## config.mk

```make
export PLATFORM = sky130hd
export DESIGN_NAME = rf_dump_reader
export DESIGN_NICKNAME = d
export VERILOG_FILES = /design/src/rtl/rf_dump_reader.sv
export SDC_FILE = /design/constraint.sdc
export NUM_CORES = 1
export LEC_CHECK = 0
export CORE_ASPECT_RATIO = 0.6
export CORE_MARGIN = 5
export CORE_UTILIZATION = 46
export CTS_BUF_LIST = sky130_fd_sc_hd__clkbuf_8
export CTS_CLUSTER_DIAMETER = 200
export DETAILED_ROUTE_END_ITERATION = 8
export HOLD_SLACK_MARGIN = 0.1
export PLACE_DENSITY = 0.92
export SETUP_SLACK_MARGIN = 0.2
export SLEW_MARGIN = 25
export SYNTH_ARGS = -nofsm -noshare
export SYNTH_HDL_FRONTEND = slang
export SYNTH_SLANG_ARGS = --single-unit
```

## constraint.sdc

```tcl
create_clock -name clk -period 6.76 [get_ports clk]
set_clock_uncertainty 0.1 [all_clocks]
set_input_delay 0.676 -clock clk [delete_from_list [all_inputs] [get_ports clk]]
set_output_delay 0.676 -clock clk [all_outputs]
set_load 0.05 [all_outputs]
```

## src/rtl/rf_dump_reader.sv

```systemverilog
// Streams an inclusive, wrapping register-file address range out over valid/ready.
// Define RF_DUMP_PARITY_EN to add the out_parity output registered alongside out_data.
module rf_dump_reader #(
  parameter int unsigned ADDR_WIDTH = 5,
  parameter int unsigned DATA_WIDTH = 64
) (
  input  logic                  clk,
  input  logic                  reset,
  input  logic                  start,
  input  logic                  abort,
  input  logic [0:ADDR_WIDTH-1] start_addr,
  input  logic [0:ADDR_WIDTH-1] end_addr,
  output logic [0:ADDR_WIDTH-1] rdAddr,
  input  logic [0:DATA_WIDTH-1] rdData,
  output logic                  out_valid,
  input  logic                  out_ready,
  output logic [0:ADDR_WIDTH-1] out_addr,
  output logic [0:DATA_WIDTH-1] out_data,
`ifdef RF_DUMP_PARITY_EN
  output logic                  out_parity,
`endif
  output logic                  busy,
  output logic                  done
);

  typedef enum logic [1:0] {StIdle, StRead, StSend, StDone} state_e;

  state_e                  state_q, state_d;
  logic [0:ADDR_WIDTH-1]   cur_q, cur_d;
  logic [0:ADDR_WIDTH-1]   last_q, last_d;
  logic [0:ADDR_WIDTH-1]   rd_addr_q, rd_addr_d;
  logic                    valid_q, valid_d;
  logic [0:ADDR_WIDTH-1]   out_addr_q, out_addr_d;
  logic [0:DATA_WIDTH-1]   out_data_q, out_data_d;
  logic                    busy_q, busy_d;
  logic                    done_q, done_d;
  logic [0:ADDR_WIDTH-1]   cur_inc;
`ifdef RF_DUMP_PARITY_EN
  logic                    parity_q, parity_d;
`endif

  // Increment wraps naturally modulo 2**ADDR_WIDTH.
  assign cur_inc = cur_q + ADDR_WIDTH'(1);

  always_comb begin
    state_d    = state_q;
    cur_d      = cur_q;
    last_d     = last_q;
    rd_addr_d  = rd_addr_q;
    valid_d    = valid_q;
    out_addr_d = out_addr_q;
    out_data_d = out_data_q;
    busy_d     = busy_q;
    done_d     = 1'b0;
`ifdef RF_DUMP_PARITY_EN
    parity_d   = parity_q;
`endif
    unique case (state_q)
      StIdle: begin
        if (start && !abort) begin
          cur_d     = start_addr;
          last_d    = end_addr;
          rd_addr_d = start_addr;
          busy_d    = 1'b1;
          state_d   = StRead;
        end
      end
      StRead: begin
        if (abort) begin
          busy_d  = 1'b0;
          state_d = StIdle;
        end else begin
          out_data_d = rdData;
          out_addr_d = cur_q;
          valid_d    = 1'b1;
`ifdef RF_DUMP_PARITY_EN
          parity_d   = ^rdData;
`endif
          state_d    = StSend;
        end
      end
      StSend: begin
        if (abort) begin
          // A coinciding handshake still delivers this word; nothing follows it.
          valid_d = 1'b0;
          busy_d  = 1'b0;
          state_d = StIdle;
        end else if (out_ready) begin
          valid_d = 1'b0;
          if (cur_q != last_q) begin
            cur_d     = cur_inc;
            rd_addr_d = cur_inc;
            state_d   = StRead;
          end else begin
            busy_d  = 1'b0;
            done_d  = 1'b1;
            state_d = StDone;
          end
        end
      end
      StDone: begin
        state_d = StIdle;
      end
      default: begin
        state_d = StIdle;
      end
    endcase
  end

  always_ff @(posedge clk or posedge reset) begin
    if (reset) begin
      state_q    <= StIdle;
      cur_q      <= '0;
      last_q     <= '0;
      rd_addr_q  <= '0;
      valid_q    <= 1'b0;
      out_addr_q <= '0;
      out_data_q <= '0;
      busy_q     <= 1'b0;
      done_q     <= 1'b0;
`ifdef RF_DUMP_PARITY_EN
      parity_q   <= 1'b0;
`endif
    end else begin
      state_q    <= state_d;
      cur_q      <= cur_d;
      last_q     <= last_d;
      rd_addr_q  <= rd_addr_d;
      valid_q    <= valid_d;
      out_addr_q <= out_addr_d;
      out_data_q <= out_data_d;
      busy_q     <= busy_d;
      done_q     <= done_d;
`ifdef RF_DUMP_PARITY_EN
      parity_q   <= parity_d;
`endif
    end
  end

  assign rdAddr    = rd_addr_q;
  assign out_valid = valid_q;
  assign out_addr  = out_addr_q;
  assign out_data  = out_data_q;
  assign busy      = busy_q;
  assign done      = done_q;
`ifdef RF_DUMP_PARITY_EN
  assign out_parity = parity_q;
`endif

endmodule

```

Yosys cells after proc, flatten, opt, wreduce, memory -nomap -nowiden
Cells that the tools add are included.

Logic and storage cells: 59. Latch bits: 0. Flip-flop bits (word level): 84. Output and inout bits: 77. Memories: 0. Memory bits (writable): 0. Bits in read-only memories: 0.

Bitwise gates (word level): 1. $add $sub $neg: 1. Div/mod/pow operators: 0. $mul: 0. Magnitude comparators: 0. Reduce and logical (&&, ||, !) cells: 12. Equality and inequality tests: 12. Shift-type cells: 0. Multiplexer cells: 25.

Operators by type and width (number): 5-bit two-way mux (4); 1-bit two-way mux (12); 2-bit inequality test, second input constant (6); 2-bit two-way mux (5); 5-bit one-hot mux with 2 select lines (1); 5-bit AND reduction (2); 2-bit one-hot mux with 4 select lines (1); 3-bit inequality test, second input constant (2); 2-bit AND reduction (3); 5-bit by 1-bit adder with 5-bit output, second input constant (1); 5-bit inequality test (1); 2-bit equality test, second input constant (2); 2-bit nonzero test (2); 1-bit one-hot mux with 3 select lines (1); 3-bit AND reduction (1); 3-bit nonzero test (1); 2-bit by 1-bit equality test with 1-bit output, second input constant (1); 2-bit zero test (1); 1-bit one-hot mux with 2 select lines (1); 1-bit logical AND (1); 1-bit zero test (1); 1-bit NOT (1).

Depth between registers and ports, before layout
Depth after elaboration: 5. Depth in mapped cells: 8. Gate-level depth less buffers: 7.

Least setup slack after synthesis
No wires, ideal clock.

Path kind: input port to flip-flop. Start point: input port abort. End point: register rd_addr_q (netlist bit rdAddr[0]). Data required time: 6.536 ns. Setup time: 0.124 ns. Arrival time: 1.777 ns. Buffers on the path: 2. Cell stages on the path: 6. Slack: 4.759 ns. Cells stage by stage: clkbuf_1 > nor3_1 > a211oi_1 > buf_6 > o21ai_0 > a211o_1.

Longest elaborated chain between the ends: 4. Elaborated cells on any way between the ends: 5.

RTL lines: start, declared (line 10) `input logic abort,`; 1-bit zero test (line 60) `if (start && !abort) begin`; 1-bit logical AND (line 60); 2-bit inequality test (no source line); 5-bit AND reduction (no source line) *; end signal, assigned (line 128) `rd_addr_q <= rd_addr_d;`; end, declared (line 31) `logic [0:ADDR_WIDTH-1] rd_addr_q, rd_addr_d;`.

Mark *: on every way between the ends. The rest lies on a longest branch, timed or not. A chain may end at the register's enable or synchronous reset.

Worst setup path after layout
Start point: register rd_addr_q (netlist bit rdAddr[4]). End point: output port rdAddr[4] (netlist name).

RTL lines: end, declared (line 13) `output logic [0:ADDR_WIDTH-1] rdAddr,`.

No word-level cell between the ends.

==> metrics.md <==
| Metric | Value |
|---|---|
| RSZ-0062 raised after global routing | `false` |
| H-tree levels | `3` |
| Hold Path Class | `flop to flop` |
| Fin crit share | `0.3704` |
| Slew headroom | `0.4092` |
| Max-Cap Viols | `0` |
| Die area | `around 9400 sq um` |
| Most frequent cells in the layout | `clkdlybuf4s50_1, dfrtp_1, mux2_2` |
| CTS tree | `built` |
| Clk sinks | `84` |
| Worst-Margin Slew | `~890 ps` |
| Post-synth top area cell | `dfrtp_1` |
| Mean post-synth cell area | `14.53 sq um` |
| Clock Pin Slew Worst Setup and Hold Paths | `roughly 80 ps` |
| Post-CTS Hold Buffers | `0` |
| # DRC | `0` |
| TritonCTS buffer count | `9` |
| Synthesized area | `around 3400 sq um` |
| Layout Nets | `479` |
| Vias per inst | `approximately 4.8` |
| Critical path type | `flop to output pin` |
| Ant. Diodes | `0` |
| Min Clock Period, post-route | `approximately 2500 ps` |
| Bufs and invs on worst path | `1` |
| Port Buf Inserts | `around 160` |
| Worst-path fanout max | `7` |
| 1st-pass router iterations | `4` |
| Post-DR wirelength/cell | `approximately 17 microns` |
| Crit path depth | `1` |
| Post-CTS Resized | `0` |
| Clock Path Buffers | `2` |
| Lkg Pwr | `2.177 nW` |
| Area growth, synth to finish | `53.74%` |
| Post-Synthesis Cells | `about 240` |
| Critical-path top delay cell | `clkdlybuf4s50_1` |
| Setup Buffers After CTS | `0` |
| Most common cell after layout, fill and taps aside | `clkdlybuf4s50_1` |
| Global-route wire length before repair | `between 10 and 15 mm` |
| Post-route cell area | `roughly 5300 sq um` |
| Worst Path Required | `between 5000 and 6000 ps` |
| CP Cell Sequence | `clkdlybuf4s50_1` |
| Top cells by area, synth | `dfrtp_1, mux2_2, ha_1` |
| Final hold vios | `0` |
| Core Area | `roughly 7300 sq um` |
| Clk_lat worst skew | `between 300 and 400 ps` |
| CP endpoint kind | `output pin` |
| Crit-path max cell delay | `870 ps` |
| # setup viols final | `0` |
| Initial DRC count | `around 160` |
| Starting Density | `0.4738` |
| Die Ht | `approximately 77 microns` |
| Fin util | `0.7285` |
| Share of layout cells above drive strength 1 | `0.2406` |
| Share of the synthesized area in the top cell type | `0.6105` |
| Root Driver | `clkbuf_8` |
| Vias post-DR | `approximately 2400` |
| CP delay by family, top | `buffers and inverters` |
| Antenna Nets Post-Route | `0` |
| # IOs | `approximately 160` |
| Synth cell types | `31` |
| Setup slack at placement | `roughly 3700 ps` |
| Worst Reg2Reg Path Length in Cells | `6` |
| Placed Cells | `487` |
| TNS Setup | `0 ps` |
| Initial antenna violation count | `0` |
| Final worst slack | `~4300 ps` |
| Hold Path Depth | `1` |
| Dpl hpwl | `approximately 6.6 mm` |
| Peak Freq | `between 300 and 400 MHz` |
| Sequential element share of the synthesized area | `0.6105` |
| Fin cells | `roughly 500` |
| Pwr dens | `between 500 and 600 nW/um^2` |
| Number of synthesized register bits | `between 80 and 90` |
| Routed WL | `roughly 8.7 mm` |
| Final GP Congestion | `around 0.84` |
| Slew Viols, Final | `0` |
| Yosys warning count | `0` |
| DP Area | `5091 sq um` |
| Tot GR Track Use | `0.2047` |
| Syn nets | `roughly 320` |
| Grt total ovfl | `0` |
| VDD IR-drop max | `410.5 uV` |
| Die boundary width | `121.7 microns` |
| Type of origin of the critical path | `flop` |
| Largest net degree at the start of global routing | `85` |
| Status | `finished clean` |
| Num rows | `24` |
| Vias in the first global route | `around 2800` |
| Critical path arrival | `between 1500 and 2000 ps` |
[per-layer routing]
metal,vias up,share of wire,global-route usage
li1,1149,-,-
met1,1155,0.41,0.2488
met2,117,0.46,0.3256
met3,8,0.12,0.09926
met4,0,0.0094,0.05705
met5,-,0,0
[through the flow]
step / total power, W / hold WS (ps)
after global routing: 0.003356 / 428.7
final: 0.003173 / 409.1
after global placement: 0.002792 / 386.7
after floorplan: 0.002190 / 400.9
after CTS: 0.003207 / 413.2
after detailed placement: 0.002850 / 394.5
[cell type report]
class,instances,area (sq um)
sequential,84,2102
fill,518,1973
clock inverter,6,56.30
inverter,6,23.77
timing repair buffer,157,1570
multi-input combinational,136,1274
clock buffer,10,137.6
tap,104,130.1
[worst paths after layout]
kind	from	end	slack (ps)
worst min-delay path	out_data[38]	out_data[38]	410
worst max-delay path	rdAddr[4]	rdAddr[4]	4260
min in group asynchronous	reset	out_data[20]	730
worst max register to register	state_q[0]	rdAddr[0]	4330
max in group asynchronous	reset	rdAddr[2]	5280
worst min register to register	out_data[38]	out_data[38]	410
[report_power, final]
part	total, W	switching (W)	internal, W
clock	0.000348	0.000171	0.000178
combinational	0.00190	0.00117	0.000732
sequential	0.000921	0.000163	0.000758
total	0.00317	0.00151	0.00167
[logic make-up (layout without fill, tap and decap cells)]
family	after synthesis	in the layout	share of synthesized area
fa+ha+maj	6	6	0.02180
mux	76	76	0.2478
buf+inv	17	179	0.02325
flops	84	84	0.6105
compound gates	22	22	0.04216
simple gates	27	27	0.04179
xor+xnor	5	5	0.01272
[Yosys cell counts]
cell	count
nor4b_1	2
ha_1	6
and3_1	1
and2b_2	1
buf_6	1
o21ai_0	8
clkbuf_1	3
nand3b_1	1
a211o_1	1
nor2b_1	3
o22a_2	2
o211ai_1	1
a211oi_1	1
nand3_1	4
o22ai_1	1
buf_2	7
nand2_1	6
mux2_2	74
o22a_1	1
a2111oi_1	1
xnor2_1	5
dfrtp_1	84
nor2_1	5
nand2b_1	3
mux2i_1	2
a21oi_1	3
a31oi_1	1
o31ai_1	1
nor3_1	1
inv_1	6
o21a_1	1
[sequential cells by signal, indices dropped and copies added, names as in the netlist]
register,flops
busy,1
last_q,5
state_q,2
out_valid,1
rdAddr,5
out_addr,5
out_data,64
done,1
Power figures use the tool's default switching activity.
